### src/rtl/ovl_fire_collector.sv
`timescale 1ns/1ps
// Collects OVL checker fire buses into per-checker saturating failure counters,
// captures the first failure with its timestamp, and runs a 4-phase clear handshake.
module ovl_fire_collector #(
    parameter int NUM_CHECKERS = 4,
    parameter int CNT_WIDTH    = 8,
    parameter int TS_WIDTH     = 16,
    localparam int SEL_W       = (NUM_CHECKERS > 1) ? $clog2(NUM_CHECKERS) : 1
) (
    input  logic                      clk,
    input  logic                      reset_n,
    input  logic                      enable,
    input  logic [3*NUM_CHECKERS-1:0] fire,
    input  logic                      clr_req,
    output logic                      clr_ack,
    input  logic [SEL_W-1:0]          rd_sel,
    output logic [CNT_WIDTH-1:0]      rd_count,
    output logic                      first_valid,
    output logic [SEL_W-1:0]          first_id,
    output logic [TS_WIDTH-1:0]       first_time,
    output logic                      irq
);

    typedef enum logic [1:0] {RUN, CLR, WAIT_DROP} state_t;

    state_t                  state;
    state_t                  state_nxt;
    logic [CNT_WIDTH-1:0]    cnt_p1 [NUM_CHECKERS];
    logic [TS_WIDTH-1:0]     ts_p1;
    logic [NUM_CHECKERS-1:0] fail_p0;
    logic [SEL_W-1:0]        fail_id_p0;

    function automatic logic [CNT_WIDTH-1:0] sat_cnt(input logic [CNT_WIDTH-1:0] v);
        return (&v) ? v : v + CNT_WIDTH'(1);
    endfunction

    function automatic logic [TS_WIDTH-1:0] sat_ts(input logic [TS_WIDTH-1:0] v);
        return (&v) ? v : v + TS_WIDTH'(1);
    endfunction

    always_comb begin
        state_nxt = state;
        clr_ack   = 1'b0;
        case (state)
            RUN: begin
                if (clr_req) state_nxt = CLR;
            end
            CLR: begin
                clr_ack   = 1'b1;
                state_nxt = WAIT_DROP;
            end
            WAIT_DROP: begin
                clr_ack = 1'b1;
                if (!clr_req) state_nxt = RUN;
            end
            default: state_nxt = RUN;
        endcase
    end

    // p0: per-checker failure decode; cover bit masked out, lowest index wins
    always_comb begin
        fail_p0    = '0;
        fail_id_p0 = '0;
        for (int i = NUM_CHECKERS - 1; i >= 0; i--) begin
            fail_p0[i] = enable & (|(fire[3*i +: 3] & 3'b011));
            if (fail_p0[i]) fail_id_p0 = SEL_W'(i);
        end
    end

    // p1: registered counters, timestamp and first-failure capture
    always_ff @(posedge clk or negedge reset_n) begin
        if (!reset_n) begin
            state       <= RUN;
            ts_p1       <= '0;
            first_valid <= 1'b0;
            first_id    <= '0;
            first_time  <= '0;
            irq         <= 1'b0;
            for (int i = 0; i < NUM_CHECKERS; i++) cnt_p1[i] <= '0;
        end else begin
            state <= state_nxt;
            if (state == CLR) begin
                ts_p1       <= '0;
                first_valid <= 1'b0;
                first_id    <= '0;
                first_time  <= '0;
                irq         <= 1'b0;
                for (int i = 0; i < NUM_CHECKERS; i++) cnt_p1[i] <= '0;
            end else begin
                if (enable) ts_p1 <= sat_ts(ts_p1);
                for (int i = 0; i < NUM_CHECKERS; i++) begin
                    if (fail_p0[i]) cnt_p1[i] <= sat_cnt(cnt_p1[i]);
                end
                if (!first_valid && (|fail_p0)) begin
                    first_valid <= 1'b1;
                    irq         <= 1'b1;
                    first_id    <= fail_id_p0;
                    first_time  <= ts_p1;
                end
            end
        end
    end

    // Out-of-range selects fall through to zero
    always_comb begin
        rd_count = '0;
        for (int i = 0; i < NUM_CHECKERS; i++) begin
            if (rd_sel == SEL_W'(i)) rd_count = cnt_p1[i];
        end
    end

endmodule

### config.mk
export PLATFORM = sky130hd
export DESIGN_NAME = ovl_fire_collector
export DESIGN_NICKNAME = d
export VERILOG_FILES = /design/src/rtl/ovl_fire_collector.sv
export SDC_FILE = /design/constraint.sdc
export NUM_CORES = 1
export LEC_CHECK = 0
export BUFFER_PORTS_ARGS = -buffer_cell sky130_fd_sc_hd__buf_2
export CAP_MARGIN = 10
export CORE_MARGIN = 2
export CORE_UTILIZATION = 40
export CTS_CLUSTER_SIZE = 40
export DETAILED_ROUTE_END_ITERATION = 10
export HOLD_SLACK_MARGIN = 0.05
export PLACE_DENSITY = 0.69
export SYNTH_ARGS = -nofsm -noshare
export SYNTH_HDL_FRONTEND = slang
export SYNTH_SLANG_ARGS = --single-unit
export TNS_END_PERCENT = 100
### constraint.sdc
create_clock -name clk -period 3.1 [get_ports clk]
set_input_delay 0.155 -clock clk [delete_from_list [all_inputs] [get_ports clk]]
set_output_delay 0.155 -clock clk [all_outputs]
set_load 0.1 [all_outputs]
==> Word-level counts from Yosys, hierarchy flattened <==
Cells that the tools add are included.
{ "word_totals": {"register_bits": 69, "wordCells": 87, "inputBits": 18, "output_inout_bits": 29} }
{ "classes": {"n_mux": 30, "bitwise": 4, "add_sub_neg": 5, "reduce_logical": 27, "eq_ne": 12} }
{ "ops": {"columns": ["cell", "count"], "rows": [
  ["2-to-1 mux 8 bit", 12],
  ["2-to-1 mux 16 bit", 5],
  ["adder 8 x 1 -> 8 bit, second input constant", 4],
  ["2-to-1 mux 32 bit", 1],
  ["AND reduction 8 bit", 4],
  ["adder 16 x 1 -> 16 bit, second input constant", 1],
  ["2-to-1 mux 2 bit", 8],
  ["AND reduction 16 bit", 1],
  ["inequality test 2 bit, second input constant", 7],
  ["AND reduction 2 bit", 6],
  ["nonzero test 2 bit", 6],
  ["OR reduction 2 bit", 5],
  ["equality test 2 bit, second input constant", 3],
  ["one-hot mux 2 bit (3 select lines)", 1],
  ["bitwise AND 1 bit", 4],
  ["equality test 2 x 1 -> 1 bit, second input constant", 2],
  ["zero test 2 bit", 2],
  ["OR reduction 4 bit", 1],
  ["2-to-1 mux 1 bit", 3],
  ["logical AND 1 bit", 1],
  ["zero test 1 bit", 1]
]} }

==> Longest topological paths before layout <==
{ "depth": {"depth_word": 8, "mapped_depth": 7, "ltp_nobuf": 5} }

==> Least setup slack after synthesis <==
OpenSTA, ideal clock, no wires.
{ "synth_timing": {"path_type": "register to register", "from": "register irq (netlist name)", "to": "register first_time[14]", "setup_ps": 68, "period_less_slack_ps": 1965, "required_ps": 3032, "arrival_ps": 1897, "stages_incl_launch_ff": 6, "setup_slack_ps": 1135, "n_path_buf": 1, "path_cell_list": "dfrtp_1 > and2b_2 > o21ai_0 > nor2_1 > buf_2 > a22o_2"} }
{ "synth_lines": {"columns": ["element", "line_no", "rtl"], "rows": [
  ["end signal: assignment", "98", "first_time <= ts_p1;"],
  ["end: declaration", "20", "output logic [TS_WIDTH-1:0] first_time,"]
]} }

==> Final worst setup path <==
{ "layout_timing": {"from": "register ts_p1[0]", "to": "register ts_p1[5]"} }
{ "layout_via": {"elab_chain_cells": 4, "word_cells_on_any_way": 7, "classes_between": "add/sub: 1; eq/ne: 1; mux: 3; reduce/logical: 2"} }
{ "layout_lines": {"columns": ["element", "line_no", "rtl"], "rows": [
  ["start: declaration", "29", "logic [TS_WIDTH-1:0] ts_p1;"],
  ["start signal: assignment", "90", "if (enable) ts_p1 <= sat_ts(ts_p1);"],
  ["adder 16 x 1 -> 16 bit", "38", "return (&v) ? v : v + TS_WIDTH'(1);"],
  ["2-to-1 mux 16 bit", "38", null],
  ["2-to-1 mux 16 bit", "90", null],
  ["2-to-1 mux 16 bit", "82", "if (state == CLR) begin"]
]} }
Several ways; a longest one is shown, not always the timed one. The select of a mux whose other input is x is not followed.
A chain may end at the register's enable or synchronous reset.

==> flow_summary_export.csv <==
group,metric,value,unit
status,status,"finished, final reports clean",
critical_path,ff2ff_path_depth,5,
timing,setup-tns-final,0,ns
logic_synthesis,syn_nets,387,
clock_tree,clock_latency,0.35,ns
place,port_buffers,42,
logic_synthesis,yosysSeqAreaShare,45.8,%
timing,rsz0062_at_grt,"false",
critical_path,crit_path_start,"ts_p1[0]$_DFFE_PN0P_",
clock_tree,hold_buffers,1,
timing,period_share,59.6,%
logic_synthesis,synthCells,360,
logic_synthesis,synthMuxAreaShare,9.86,%
logic_synthesis,ys.flop_type,"dfrtp_1",
critical_path,critPathKind,"flop to flop",
layout,final_common_cell,"dfrtp_1",
logic_synthesis,synth-simple-area-share,19.2,%
floorplanning,rows,35,
floorplanning,die_w,101,um
timing,clock_skew,0.00727,ns
timing,hold_violations,0,
layout,num_antenna_cells,0,
route,via_per_inst,5.86,
place,routabilityCongestion,0.880,
logic_synthesis,synth_edf_count,0,
power_and_ir_drop,leakage,1.85,nW
layout,num-nets-final,427,
clock_tree,postCtsResizedCells,0,
layout,syn_to_final_growth,13.1,%
logic_synthesis,synth-adder-area-share,2.99,%
timing,fin_crit,1.85,ns
layout,layout_common_cells,"dfrtp_1 (69), buf_2 (42), nor2_1 (35)",
clock_tree,post_cts_buffers,0,
power_and_ir_drop,vdd_drop_max,0.597,mV
floorplanning,core_area,9200,sq um
clock_tree,clock_sinks,69,
logic_synthesis,synth_top_family_by_area,"simple AND/OR/NAND/NOR gates",
grt,grt_usage,17.5,%
critical_path,timing.rr.start,"ts_p1[0]$_DFFE_PN0P_",
clock_tree,h-tree-depth,3,
timing,drv_slew,0,
timing,timing.fmax,541,MHz
clock_tree,clk_pin_slew,0.07,ns
timing,setup-violations-final,0,
critical_path,crit_fanout,5,
run,drv_cap,0,
clock_tree,cts_tree,"built",
place,dp_slack,1.27,ns
critical_path,cp-endpoint,"ts_p1[5]$_DFFE_PN0P_",
grt,overflow,0,
logic_synthesis,yosys.area.top_type,"dfrtp_1",
floorplanning,die_area,10200,sq um
critical_path,cp-end-kind,"flop",
grt,grt_pass1_wl,14100,um
critical_path,rrSetupSlack,1.25,ns
critical_path,cp.required,3.33,ns
logic_synthesis,synthTopCellsByArea,"dfrtp_1 (46%), mux4_2 (4.8%), nor2_1 (3.5%)",
route,avgRoutedWirePerCell,16.2,um
place,dp_hpwl,6020,um
logic_synthesis,synth_xor_area_share,2.56,%
critical_path,start_kind,"flop",
layout,fin_area,4260,sq um
grt,grt_max_degree,39,
logic_synthesis,syn_area,3770,sq um
timing,fin_ws,1.25,ns
place,postPlaceCellArea,4060,sq um
logic_synthesis,synth_cell_types,55,
min_path,hold_path_class,"input pin to flop",
logic_synthesis,yosys_register_bits,69,
clock_tree,clockBufferDepth,2,
route,drt_pass1_iterations,4,
route,wirelength,8350,um
route,vias,3024,
logic_synthesis,syn_area_per_cell,10.5,sq um
grt,antenna_found_initial,0,
floorplanning,start_util,41.0,%
floorplanning,io_pins,47,
floorplanning,die_h,101,um
timing,tightest_slew,0.842,ns
timing,slew_headroom,43.9,%
route,drt_iter0_drc,120,
logic_synthesis,synth-compound-area-share,16.1,%
route,drtAntennaViolNets,0,
logic_synthesis,async_flop_share,100,%
logic_synthesis,synth-warning-count,0,
power_and_ir_drop,p_total,0.00311,W
clock_tree,numCtsBuffers,9,
logic_synthesis,synth.top_cell.area_share,45.8,%
power_and_ir_drop,p_per_area,729,nW/um^2
layout,final_layout_size_suffix_gt1_share,23.5,%
route,drc,0,
grt,grt_pass1_vias,2839,
critical_path,cp.arrival,2.08,ns
clock_tree,clockRootBuffer,"clkbuf_8",
critical_path,reg2reg_to,"ts_p1[5]$_DFFE_PN0P_",
per-stage QoR:
stage                     instances  hold slack [ns]  utilization, %
after detailed placement        499            0.322            44.1
after global placement          499            0.306            44.1
after global routing            516            0.163            46.3
after floorplan                 360           -0.141               -
after CTS                       516            0.149            46.3
final                           516            0.155            46.3
where the power goes:
part | switching (W) | total, W | internal (W)
Sequential | 0.000144 | 0.00117 | 0.00102
Combinational | 0.000922 | 0.00121 | 0.000287
Clock | 0.000339 | 0.000730 | 0.000392
Total | 0.00140 | 0.00311 | 0.00170
sequential cells by signal, indices dropped and copies added (netlist names):
name,flops
cnt_p1,32
first_id,2
first_time,16
irq,1
state,2
ts_p1,16
worst min path at each step:
stage                        from                 endpoint  slack (ns)  cells past startpoint
after floorplan           reset_n    cnt_p1[0]$_DFFE_PN0P_       -0.14                      0
after detailed placement  reset_n     state[1]$_DFFE_PN0P_        0.32                      1
after CTS                 fire[1]  first_id[1]$_DFFE_PN0P_        0.15                      3
final                     fire[0]  first_id[1]$_DFFE_PN0P_        0.15                      3
after global placement    reset_n     state[1]$_DFFE_PN0P_        0.31                      1
after global routing      fire[1]  first_id[1]$_DFFE_PN0P_        0.16                      3
metal layers:
metal	global-route usage, %	vias to the layer above	share of wire (%)	routed length (um)
li1	-	1432	-	-
met1	22.5	1512	45	3750
met2	29.8	68	50	4170
met3	2.77	12	3.5	296
met4	6.55	0	1.6	136
met5	0	-	0	0
Yosys cell counts (7+ instances only):
library cell,n
mux2i_1,9
nor2b_1,9
mux4_2,8
xnor2_1,8
clkbuf_1,10
nand2_1,17
a22o_1,9
dfrtp_1,69
ha_1,9
nand3_1,11
mux2_2,9
nand4_1,10
nor2_1,35
inv_1,9
a21oi_1,20
nor3_1,11
a22o_2,7
o21ai_0,13
cell type report:
cell class	count	area [sq um]
Tap cell	111	139
Multi-Input combinational cell	263	1910
Fill cell	834	4930
Timing Repair Buffer	48	258
Inverter	9	33.8
Clock inverter	4	47.5
Clock buffer	12	145
Sequential cell	69	1730
kinds of logic after synthesis:
group	count (synthesis)
adder cells (fa/ha/maj)	9
AO/OA/AOI/OAI	84
AND/OR/NAND/NOR	133
XOR/XNOR	11
multiplexers	26
flip-flops	69
buffers and inverters	28
critical path, stage by stage, from the launching register on:
cell	delay, ns
dfrtp_1	0.42
ha_1	0.27
nand2_1	0.12
nor3_1	0.43
a311oi_1	0.19
mux2_2	0.30
(Power assumes the default switching activity.)
